File: config.mk
export PLATFORM = sky130hd
export DESIGN_NAME = vga_pattern_engine
export DESIGN_NICKNAME = d
export VERILOG_FILES = /design/src/rtl/vga_pkg.sv /design/src/rtl/vga_box_mover.sv /design/src/rtl/vga_pattern_engine.sv
export SDC_FILE = /design/constraint.sdc
export NUM_CORES = 1
export LEC_CHECK = 0
export BUFFER_PORTS_ARGS = -buffer_cell sky130_fd_sc_hd__buf_4
export CAP_MARGIN = 15
export CELL_PAD_IN_SITES_DETAIL_PLACEMENT = 0
export CELL_PAD_IN_SITES_GLOBAL_PLACEMENT = 1
export CORE_UTILIZATION = 29
export CTS_CLUSTER_SIZE = 24
export DETAILED_ROUTE_END_ITERATION = 6
export GPL_TIMING_DRIVEN = 0
export PLACE_DENSITY_LB_ADDON = 0.05
export SETUP_SLACK_MARGIN = 0.5
export SLEW_MARGIN = 20
export SYNTH_ARGS = -nofsm -noshare
export SYNTH_HDL_FRONTEND = slang
export SYNTH_SLANG_ARGS = --single-unit
File: constraint.sdc
create_clock -name clk -period 4 [get_ports clk]
set_input_delay 0.2 -clock clk [delete_from_list [all_inputs] [get_ports clk]]
set_output_delay 0.2 -clock clk [all_outputs]
set_load 0.01 [all_outputs]
File: src/rtl/vga_pkg.sv
// Shared definitions for the VGA pattern engine: pattern encoding,
// colour constants and a constant log2 helper.
package vga_pkg;

  typedef enum logic [1:0] {
    PAT_BARS  = 2'd0,
    PAT_CHECK = 2'd1,
    PAT_RAMP  = 2'd2,
    PAT_BOX   = 2'd3
  } pat_e;

  localparam logic [23:0] RGB_BLACK = 24'h000000;
  localparam logic [23:0] RGB_WHITE = 24'hFFFFFF;

  // Smallest r with 2**r >= v; used on power-of-two widths.
  function automatic int clog2_f(input int v);
    int r;
    r = 0;
    for (int i = 0; i < 31; i++) begin
      if ((1 << i) < v) r = i + 1;
    end
    return r;
  endfunction

endpackage

File: src/rtl/vga_box_mover.sv
// Bouncing-box position state. Advances one step per enabled frame strobe,
// clamping at the edges of the active area and reversing direction there.
module vga_box_mover
  import vga_pkg::*;
#(
  parameter int WIDTH    = 1024,
  parameter int HEIGHT   = 768,
  parameter int BOX_SIZE = 64
) (
  input  logic        clk,
  input  logic        rst_n,
  input  logic        i_step,
  input  logic [3:0]  i_speed,
  output logic [11:0] o_box_x,
  output logic [11:0] o_box_y
);

  localparam logic [11:0] XMAX = 12'(WIDTH - BOX_SIZE);
  localparam logic [11:0] YMAX = 12'(HEIGHT - BOX_SIZE);

  logic [11:0] r_box_x, r_box_y;
  logic        r_dir_x, r_dir_y;   // 0 = moving +, 1 = moving -
  logic [11:0] w_nx, w_ny;
  logic        w_ndx, w_ndy;
  logic [11:0] w_spd;

  // One axis step: returns {new_dir, new_pos}. 12-bit math cannot wrap
  // because positions stay below 2048 and speed is at most 15.
  function automatic logic [12:0] step_axis(input logic [11:0] pos,
                                            input logic        dir,
                                            input logic [11:0] spd,
                                            input logic [11:0] lim);
    logic [12:0] res;
    if (!dir) begin
      if (pos + spd >= lim) res = {1'b1, lim};
      else                  res = {1'b0, pos + spd};
    end else begin
      if (pos <= spd)       res = {1'b0, 12'd0};
      else                  res = {1'b1, pos - spd};
    end
    return res;
  endfunction

  assign w_spd = {8'd0, i_speed};

  // Next position/direction for both axes.
  always_comb begin
    {w_ndx, w_nx} = step_axis(r_box_x, r_dir_x, w_spd, XMAX);
    {w_ndy, w_ny} = step_axis(r_box_y, r_dir_y, w_spd, YMAX);
  end

  // Box state register; zero speed leaves position and direction untouched.
  always_ff @(posedge clk or negedge rst_n) begin
    if (!rst_n) begin
      r_box_x <= '0;
      r_box_y <= '0;
      r_dir_x <= 1'b0;
      r_dir_y <= 1'b0;
    end else if (i_step && (i_speed != 4'd0)) begin
      r_box_x <= w_nx;
      r_box_y <= w_ny;
      r_dir_x <= w_ndx;
      r_dir_y <= w_ndy;
    end
  end

  assign o_box_x = r_box_x;
  assign o_box_y = r_box_y;

endmodule

File: src/rtl/vga_pattern_engine.sv
// Test-pattern pixel source for the VGA driver: colour bars, checkerboard,
// grey ramp and a bouncing box. Pattern select and box motion change only at
// the frame-update point so a frame is never torn.
module vga_pattern_engine
  import vga_pkg::*;
#(
  parameter int          WIDTH      = 1024,
  parameter int          HEIGHT     = 768,
  parameter int          CHECK_LOG2 = 5,
  parameter int          BOX_SIZE   = 64,
  parameter logic [23:0] BOX_RGB    = 24'hFFFFFF,
  parameter logic [23:0] BG_RGB     = 24'h000080
) (
  input  logic        clk,
  input  logic        rst_n,
  input  logic [10:0] ctr_h,
  input  logic [9:0]  ctr_v,
  input  logic [1:0]  pattern_sel,
  input  logic [3:0]  speed,
  input  logic        freeze,
  output logic [7:0]  vga_r,
  output logic [7:0]  vga_g,
  output logic [7:0]  vga_b,
  output logic        frame_tick
);

  localparam int          LOG2W    = clog2_f(WIDTH);
  localparam int          BAR_SH   = LOG2W - 3;
  localparam int          RAMP_SH  = LOG2W - 8;
  localparam logic [10:0] L_WIDTH  = 11'(WIDTH);
  localparam logic [9:0]  L_HEIGHT = 10'(HEIGHT);
  localparam logic [11:0] L_BOX    = 12'(BOX_SIZE);

  logic [9:0]  r_prev_v;
  logic        r_frame_tick;
  pat_e        r_pat;
  logic [23:0] r_rgb_p1;

  logic        w_frame;
  logic        w_active;
  logic [2:0]  w_bar_idx;
  logic [7:0]  w_grey;
  logic        w_check;
  logic [11:0] w_h12, w_v12;
  logic        w_in_box;
  logic [11:0] w_box_x, w_box_y;
  logic [23:0] w_rgb;

  // Frame strobe: first cycle of line HEIGHT, guarded by prev_v so it fires once.
  assign w_frame = (ctr_v == L_HEIGHT) && (ctr_h == 11'd0) && (r_prev_v != L_HEIGHT);

  vga_box_mover #(
    .WIDTH    (WIDTH),
    .HEIGHT   (HEIGHT),
    .BOX_SIZE (BOX_SIZE)
  ) u_box (
    .clk     (clk),
    .rst_n   (rst_n),
    .i_step  (w_frame && !freeze),
    .i_speed (speed),
    .o_box_x (w_box_x),
    .o_box_y (w_box_y)
  );

  assign w_active  = (ctr_h < L_WIDTH) && (ctr_v < L_HEIGHT);
  assign w_bar_idx = 3'(ctr_h >> BAR_SH);
  assign w_grey    = 8'(ctr_h >> RAMP_SH);
  assign w_check   = ctr_h[CHECK_LOG2] ^ ctr_v[CHECK_LOG2];
  assign w_h12     = {1'b0, ctr_h};
  assign w_v12     = {2'b0, ctr_v};
  assign w_in_box  = (w_h12 >= w_box_x) && (w_h12 < w_box_x + L_BOX) &&
                     (w_v12 >= w_box_y) && (w_v12 < w_box_y + L_BOX);

  // Pattern mux for the current coordinate; blanking forces black.
  always_comb begin
    w_rgb = RGB_BLACK;
    if (w_active) begin
      case (r_pat)
        PAT_BARS:  w_rgb = {{8{w_bar_idx[0]}}, {8{w_bar_idx[1]}}, {8{w_bar_idx[2]}}};
        PAT_CHECK: w_rgb = w_check ? RGB_WHITE : RGB_BLACK;
        PAT_RAMP:  w_rgb = {w_grey, w_grey, w_grey};
        PAT_BOX:   w_rgb = w_in_box ? BOX_RGB : BG_RGB;
        default:   w_rgb = RGB_BLACK;
      endcase
    end
  end

  // Frame-boundary control: prev line tracker, tick pulse and pattern latch.
  always_ff @(posedge clk or negedge rst_n) begin
    if (!rst_n) begin
      r_prev_v     <= '0;
      r_frame_tick <= 1'b0;
      r_pat        <= PAT_BARS;
    end else begin
      r_prev_v     <= ctr_v;
      r_frame_tick <= w_frame;
      if (w_frame) r_pat <= pat_e'(pattern_sel);
    end
  end

  // Output pixel register: one cycle behind the sampled coordinate.
  always_ff @(posedge clk or negedge rst_n) begin
    if (!rst_n) r_rgb_p1 <= '0;
    else        r_rgb_p1 <= w_rgb;
  end

  assign vga_r      = r_rgb_p1[23:16];
  assign vga_g      = r_rgb_p1[15:8];
  assign vga_b      = r_rgb_p1[7:0];
  assign frame_tick = r_frame_tick;

endmodule
# Word level (Yosys, flattened, before mapping)
# Cells that the tools add are included.
word_totals:
  reg_bits: 63
  input_bits: 30
  output_inout_bits: 25
  wordCells: 52
op_classes:
  add_sub_neg: 6
  n_lt_le_gt_ge: 10
  eq_ne: 5
  mux: 10
  bitwise_logic: 1
  reduce_logical: 12
ops:
  columns: ["cell", "count"]
  rows:
  - ["case mux 24 bit (4 select lines)", 1]
  - ["2-to-1 mux 13 bit", 6]
  - ["2-to-1 mux 24 bit", 3]
  - ["adder 12 x 4 -> 12 bit", 2]
  - ["adder 12 x 7 -> 12 bit (second input constant)", 2]
  - ["greater-or-equal comparator 12 x 10 -> 1 bit (second input constant)", 2]
  - ["<= comparator 12 x 4 -> 1 bit", 2]
  - ["subtractor 12 x 4 -> 12 bit", 2]
  - ["greater-or-equal comparator 10 x 12 -> 1 bit", 1]
  - ["greater-or-equal comparator 11 x 12 -> 1 bit", 1]
  - ["< comparator 10 x 12 -> 1 bit", 1]
  - ["< comparator 11 x 12 -> 1 bit", 1]
  - ["zero test 11 bit", 1]
  - ["< comparator 11 bit (second input constant)", 1]
  - ["== test 10 bit (second input constant)", 1]
  - ["< comparator 10 bit (second input constant)", 1]
  - ["inequality test 10 bit (second input constant)", 1]
  - ["logical AND 1 bit", 8]
  - ["== test 2 bit (second input constant)", 2]
  - ["nonzero test 4 bit", 1]
  - ["== test 2 x 1 -> 1 bit (second input constant)", 1]
  - ["zero test 2 bit", 1]
  - ["zero test 1 bit", 1]
  - ["bitwise XOR 1 bit", 1]

# Logic depth before layout (Yosys ltp)
# Gate-level depths: netlist of the first run.
logic_depth:
  ltp_word: 8
  depth_mapped: 12
  depth_no_buf: 11

# By module
# A second synthesis of the first run with hierarchy kept.
hier_totals:
  hier_cells: 572
  hier_area_um2: 5221.3
by_module_without_submodules:
  columns: ["mod", "n_inst", "cells_per_inst", "area_per_inst_um2", "seq_area_each_um2"]
  rows:
  - ["vga_box_mover", 1, 344, 2757.6, 650.6]
  - ["vga_pattern_engine", 1, 228, 2463.6, 925.9]

# Worst setup path after synthesis of the first run
# No wires, ideal clock.
synth_timing:
  kind: "register to register"
  from: "register u_box.r_box_x[0], in the netlist u_box.o_box_x[0]"
  to: "register u_box.r_box_x[3], in the netlist u_box.o_box_x[3]"
  arrival_time_ns: 2.683
  t_required_ns: 3.916
  slack_ns: 1.233
  stages_incl_launch_ff: 10
  n_path_buf: 0
  path_cell_list: "dfrtp_1 -> ha_1 -> fa_1 -> nor2b_1 -> o2111ai_1 -> nor3_1 -> a311o_1 -> a2111oi_4 -> o21ai_2 -> a41oi_2"
synth_between:
  elab_chain_len: 4
  elab_cells_between_ends: 7
  cone_classes: "add/sub: 2; order compare: 2; mux: 3"
synth_lines:
  columns: ["item", "line", "source"]
  rows:
  - ["from (decl)", "vga_box_mover.sv:21", "logic [11:0] r_box_x, r_box_y;"]
  - ["from (signal assigned)", "vga_box_mover.sv:60", "r_box_x <= w_nx;"]
  - ["adder 12 x 4 -> 12 bit", "vga_box_mover.sv:35, vga_box_mover.sv:36", null]
  - ["greater-or-equal comparator 12 x 10 -> 1 bit", "vga_box_mover.sv:35", "if (pos + spd >= lim) res = {1'b1, lim};"]
  - ["2-to-1 mux 13 bit", "vga_box_mover.sv:35", null]
  - ["2-to-1 mux 13 bit *", "vga_box_mover.sv:34", "if (!dir) begin"]
# Mark *: on every way between the ends. The rest lies on a longest branch, timed or not.
# A chain may end at the register's enable or synchronous reset.

# Worst setup path in the final report of the first run
layout_timing:
  from: "register u_box.r_box_x[0], in the netlist u_box.o_box_x[0]"
  to: "register u_box.r_box_x[7], in the netlist u_box.o_box_x[7]"
# Same word-level chain as after synthesis.

==> impl_metrics.py, run 1 <==
metrics = {
    "drt": {
        "detail-route-antenna-nets": 0,
        "drt_wl_total_um": 16500,
        "wl_per_cell_um": 18.8,
        "route.detailed.drc": 0,
        "vias": 4679,
        "first_pass_iters": 5,
        "via_per_inst": 5.33,
        "first_iter_violations": 245,
    },
    "place": {
        "port_buffers": 54,
        "routabilityCongestion": 0.827,
        "dp.final_hpwl_um": 12700,
        "dp_slack_ns": 0.591,
    },
    "die": {
        "die_h_um": 132,
        "initial_core_util_pct": 29.7,
        "die-area_um2": 17500,
        "pin_count": 55,
        "core_area_um2": 16600,
        "die_w_um": 132,
        "rows": 47,
    },
    "synthesis": {
        "synth_top_area_share_pct": 32.0,
        "avgSynthCellArea_um2": 8.48,
        "syn-num-nets": 664,
        "synth-edff-count": 0,
        "ys.flop_type": "dfrtp_1",
        "synthCells": 580,
        "ys_types": 65,
        "ys_seq_area_share_pct": 32.0,
        "ys_seq_elements": 63,
        "yosys-top-cells-area": "dfrtp_1 32%, ha_1 13%, o21ai_0 5.3%",
        "syn_area_um2": 4920,
        "ys_async_sr_fraction_pct": 100,
        "synth.yosys.warnings": 0,
        "yosysTopAreaCell": "dfrtp_1",
    },
    "clock_network": {
        "clk_latency_ns": 0.35,
        "cts_inserted_buffers": 9,
        "h-tree-depth": 3,
        "clock_sinks": 63,
        "cts_root_buf": "clkbuf_16",
        "cts.clk_slew.worst_paths_ns": 0.06,
        "cts_tree": "built",
        "ctsLongestPathBuffers": 2,
    },
    "power_and_ir_drop": {
        "power_frac_comb_pct": 12.2,
        "clkPwrFrac_pct": 50.6,
        "power_uw": 1770,
        "p_leak_uw": 0.00268,
        "p_per_area_nw_per_um2": 294,
        "p_sw_uw": 471,
        "p_seq_share_pct": 37.2,
        "p_int_uw": 1300,
        "ir_drop_mv": 0.205,
        "swShare_pct": 26.6,
    },
    "critical_path": {
        "critPathLaunchType": "flip-flop",
        "r2r_start": "u_box.o_box_x[0]$_DFFE_PN0P_",
        "required_ns": 4.23,
        "cp.arrival_ns": 3.55,
        "ff2ff_path_depth": 9,
        "cp_slowest_stage_delay_ns": 0.50,
        "cp_slowest_cell": "o2111ai_1",
        "end_kind": "flip-flop",
        "crit_chain": "ha_1 -> fa_1 -> nor2b_1 -> o2111ai_1 -> nor3_1 -> a311o_1 -> a211oi_1 -> o21ai_1 -> a211o_1",
        "reg2reg_slack_ns": 0.68,
        "worst_r2r_endpoint": "u_box.o_box_x[7]$_DFFE_PN0P_",
        "path_max_fanout": 6,
        "critPathKind": "reg -> reg",
    },
    "global_routing": {
        "overflow": 0,
        "grt_pass1_vias": 4627,
        "grt_pass1_wl_um": 26500,
        "antenna_found_initial": 0,
        "track_usage_pct": 19.9,
        "grt_max_degree": 64,
    },
    "sta": {
        "rsz0062_at_grt": "no",
        "clock_skew_ns": 0.0127,
        "finalSetupTns_ns": 0,
        "period_needed_ns": 3.32,
        "holdWs_ns": 0.0248,
        "relSlewSlack_pct": 34.3,
        "drv_slew": 0,
        "fin_ws_ns": 0.680,
        "setup_viol": 0,
        "finalHoldViolCount": 0,
        "worst_pin_slew_ns": 0.986,
        "fmax_mhz": 301,
        "fin_crit_sh_pct": 83.0,
    },
    "hold_path": {
        "hold_depth": 1,
        "hold_path_end": "r_prev_v[8]$_DFF_PN0_",
        "worstHoldStart": "ctr_v[8]",
        "min_path_type": "in -> reg",
    },
    "final_layout": {
        "layout_commonest_cell": "dfrtp_1",
        "nets": 737,
        "drive_gt1_share_pct": 13.1,
        "syn2layout_area_growth_pct": 22.4,
        "diodes": 0,
        "final_util_pct": 36.3,
        "final_cell_mix": "63 x dfrtp_1, 58 x nand2_1, 54 x buf_4",
    },
    "status": {
        "status": "complete, no violations",
    },
    "job": {
        "cap_violations": 0,
    },
}
==> routing by layer <==
layer,track usage (%),share of wire (%),wire length [µm]
met2,31.5,45,7470
met4,7.02,1.9,313
met1,27.5,49,8100
met5,0,0,0
met3,3.04,4.0,654
==> registers in the layout, summed over array words and instances, names as in the netlist <==
| name | count |
|---|---|
| u_box.o_box_x | 12 |
| u_box.r_dir_x | 1 |
| u_box.r_dir_y | 1 |
| u_box.o_box_y | 12 |
| r_prev_v | 10 |
| frame_tick | 1 |
| r_pat | 2 |
| r_rgb_p1 | 24 |
==> stage by stage <==
stage	cell area, µm²	std cells
floorplan	4920	580
global placement	5600	854
detailed placement	5600	854
CTS	6010	878
global route	6020	878
finish	6020	878
==> critical path: cells and delay by family (launching register included) <==
family,cells,cell delay [ns]
compound gates,5,1.86
fa+ha+maj,2,0.63
flops,1,0.41
simple gates,2,0.30
==> synth_stat cells, drive strengths merged, types with 5 or more instances <==
cell type,instances
dfrtp,63
nand2,58
o21ai,55
ha,50
inv,37
a21oi,34
nor2,33
clkbuf,25
nand3,21
nor3,19
nor2b,15
xnor2,13
nor4,11
nand4,10
a21o,9
o21a,9
nand2b,7
a211o,6
a211oi,6
a221oi,6
o211ai,6
o31a,6
and2,5
==> power groups by stage <==
stage	logic (µW)	clock network, µW	registers [µW]
2_1_floorplan	99.6	0	678
3_3_place_gp	210	0	670
3_5_place_dp	211	0	671
4_1_cts	219	914	659
5_1_grt	244	941	660
6_report	216	895	659
==> worst max path at each step <==
stage / from / endpoint / slack, ns
3_3_place_gp: u_box.o_box_x[6]$_DFFE_PN0P_ / r_rgb_p1[14]$_DFF_PN0_ / 0.58
4_1_cts: u_box.o_box_x[6]$_DFFE_PN0P_ / r_rgb_p1[21]$_DFF_PN0_ / 0.55
6_report: u_box.o_box_x[0]$_DFFE_PN0P_ / u_box.o_box_x[7]$_DFFE_PN0P_ / 0.68
3_5_place_dp: u_box.o_box_x[6]$_DFFE_PN0P_ / r_rgb_p1[21]$_DFF_PN0_ / 0.59
5_1_grt: u_box.o_box_x[0]$_DFFE_PN0P_ / u_box.o_box_x[2]$_DFFE_PN0P_ / 0.52
2_1_floorplan: u_box.o_box_x[0]$_DFFE_PN0P_ / u_box.o_box_x[3]$_DFFE_PN0P_ / 1.23
==> kinds of logic (layout without fill, tap and decap cells) <==
group                      Yosys count  after routing  share of synthesized area, %
AOI/OAI and AO/OA                  183            183                          25.5
xor gates and xnor gates            14             14                          2.49
adders and majority gates           54             54                          14.3
buffers and inverters               66            144                          5.11
DFF                                 63             63                          32.0
muxes                                5              5                          1.04
and+or+nand+nor                    195            195                          19.5
==> area by class of cell <==
class	count	area, µm²
inverter	38	143
tap	220	275
clock buffer	9	225
fill	1779	10600
timing repair buffer	62	485
sequential	63	1580
clock inverter	7	103
multi-input combinational	451	3100
buffer	28	110
==> timing repair <==
item,4_1_cts,5_1_grt
hold endpoints to repair,28,0
setup endpoints to repair,0,28
buffers inserted,0,0
resized for setup,0,4
hold buffers,8,0
(Power assumes the default switching activity.)
==> run 2: changes to the inputs <==
==> constraint.sdc (replaced) <==
create_clock -name clk -period 2.9 [get_ports clk]
set_input_delay 0.145 -clock clk [delete_from_list [all_inputs] [get_ports clk]]
set_output_delay 0.145 -clock clk [all_outputs]
set_load 0.01 [all_outputs]
==> impl_metrics.py, run 2 (same netlist as run 1, synthesis figures left out) <==
metrics = {
    "critical_path": {
        "critPathKind": "reg -> reg",
        "cp.arrival_ns": 2.88,
        "critPathLaunchType": "flip-flop",
        "cp_slowest_cell": "dfrtp_1",
        "required_ns": 3.12,
        "path_delay_family": "compound AO/OA/AOI/OAI gates",
        "end_kind": "flip-flop",
        "crit_chain": "ha_2 -> fa_2 -> nor2b_4 -> o2111ai_4 -> nor3_2 -> a311o_1 -> buf_4 -> a211oi_4 -> o21ai_1 -> a211o_1",
        "r2r_start": "u_box.o_box_x[0]$_DFFE_PN0P_",
        "path_max_fanout": 4,
        "cp_slowest_stage_delay_ns": 0.39,
        "worst-path-buf-inv": 1,
        "startpoint": "u_box.o_box_x[0]$_DFFE_PN0P_",
    },
    "clock_network": {
        "h-tree-depth": 3,
        "clk_latency_ns": 0.34,
        "cts_tree": "built",
        "cts_root_buf": "clkbuf_16",
        "ctsLongestPathBuffers": 2,
        "cts_inserted_buffers": 9,
        "clock_sinks": 63,
        "cts.clk_slew.worst_paths_ns": 0.07,
    },
    "global_routing": {
        "grt_pass1_vias": 5092,
        "track_usage_pct": 20.8,
        "grt_max_degree": 64,
        "grt_pass1_wl_um": 28200,
        "antenna_found_initial": 0,
        "overflow": 0,
    },
    "place": {
        "dp.final_hpwl_um": 12600,
        "port_buffers": 54,
        "dp_cells": 854,
        "routabilityCongestion": 0.918,
        "place_area_um2": 5690,
    },
    "final_layout": {
        "layout_commonest_cell": "buf_4",
        "syn2layout_area_growth_pct": 48.4,
        "final_cell_mix": "86 x buf_4, 61 x dfrtp_1, 40 x o21ai_0",
        "diodes": 0,
        "largest_register_ffs": 24,
        "design_area_um2": 7300,
        "drive_gt1_share_pct": 35.8,
        "largest_register": "r_rgb_p1",
        "nets": 791,
        "final_cells": 932,
        "final_util_pct": 44.0,
    },
    "sta": {
        "holdWs_ns": 0.0246,
        "period_needed_ns": 2.66,
        "finalHoldViolCount": 0,
        "clock_skew_ns": 0.0119,
        "fmax_mhz": 376,
        "relSlewSlack_pct": 42.0,
        "finalSetupTns_ns": 0,
        "worst_pin_slew_ns": 0.870,
        "fin_crit_sh_pct": 91.7,
        "setup_viol": 0,
        "rsz0062_at_grt": "yes",
        "drv_slew": 0,
    },
    "power_and_ir_drop": {
        "p_seq_share_pct": 35.0,
        "ir_drop_mv": 0.273,
        "swShare_pct": 25.9,
        "clkPwrFrac_pct": 50.9,
        "p_leak_uw": 0.00316,
        "p_sw_uw": 673,
        "p_int_uw": 1920,
        "power_frac_comb_pct": 14.1,
        "p_per_area_nw_per_um2": 356,
    },
    "drt": {
        "first_pass_iters": 5,
        "via_per_inst": 5.33,
        "route.detailed.drc": 0,
        "drt_wl_total_um": 17800,
        "vias": 4967,
        "wl_per_cell_um": 19.0,
        "first_iter_violations": 240,
        "detail-route-antenna-nets": 0,
    },
    "die": {
        "die_h_um": 132,
        "pin_count": 55,
        "die-area_um2": 17500,
        "core_area_um2": 16600,
        "die_w_um": 132,
        "rows": 47,
        "initial_core_util_pct": 29.7,
    },
    "job": {
        "cap_violations": 0,
    },
    "hold_path": {
        "min_path_type": "in -> reg",
        "worstHoldStart": "pattern_sel[1]",
    },
    "status": {
        "status": "complete, no violations",
    },
}
## run 2: cell types whose count changed in the layout (fill, tap and decap cells not counted), sizes merged
cell / previous run / this run
clkinv: 3 / 2
clkbuf: 34 / 32
buf: 57 / 110
dlygate4sd3: 8 / 11
bufinv: 2 / 3
## run 2: layout make-up
type                       instances  area [µm²]
buffer                            28         209
timing repair buffer             116        1000
sequential                        63        1580
fill                            1674        9280
clock buffer                       9         225
clock inverter                     7         128
inverter                          38         148
tap                              220         275
multi-input combinational        451        3740
## run 2: path summary, 6_finish.rpt
kind / to / slack (ns) / depth (start not counted)
max: u_box.o_box_x[7]$_DFFE_PN0P_ / 0.24 / 10
min: r_pat[1]$_DFFE_PN0P_ / 0.02 / 3
max reg2reg: u_box.o_box_x[7]$_DFFE_PN0P_ / 0.24 / 10
min reg2reg: u_box.o_box_y[11]$_DFFE_PN0P_ / 0.66 / 2
max in group asynchronous: u_box.o_box_x[1]$_DFFE_PN0P_ / 1.82 / 2
min in group asynchronous: r_rgb_p1[5]$_DFF_PN0_ / 0.48 / 2
## run 2: through the flow
stage | worst slack (ns) | total power, µW
5_1_grt | 0.105 | 2700
3_3_place_gp | -0.373 | 1220
3_5_place_dp | -0.338 | 1220
4_1_cts | 0.235 | 2610
2_1_floorplan | 0.390 | 1080
6_report | 0.239 | 2600
## run 2: worst min-delay path, cell delays in order
cell and delay [ns]:
buf_4 0.08, nand2_1 0.03, o21ai_0 0.06
## run 2: metal layers
metal / routed length, µm / GRT usage, % / share of wire [%] / up-vias
li1: - / - / - / 2391
met1: 8310 / 27.7 / 47 / 2405
met2: 8420 / 34.7 / 47 / 142
met3: 650 / 2.58 / 3.7 / 29
met4: 375 / 7.22 / 2.1 / 0
met5: 0 / 0 / 0 / -
## run 2: repair_timing
| action | in CTS | in global routing |
|---|---|---|
| hold buffers | 11 | 0 |
| gates cloned | 1 | 1 |
| hold endpoints to repair | 73 | 0 |
| pin swaps | 35 | 20 |
| setup buffers | 42 | 7 |
| endpoints found under the setup margin | 49 | 49 |
| resized for setup | 134 | 48 |
## run 2: power by group through the flow
| stage | combinational, µW | clock [µW] | sequential [µW] |
|---|---|---|---|
| 2_1_floorplan | 144 | 0 | 935 |
| 3_3_place_gp | 295 | 0 | 925 |
| 3_5_place_dp | 296 | 0 | 926 |
| 4_1_cts | 349 | 1350 | 910 |
| 5_1_grt | 404 | 1380 | 912 |
| 6_report | 367 | 1320 | 909 |
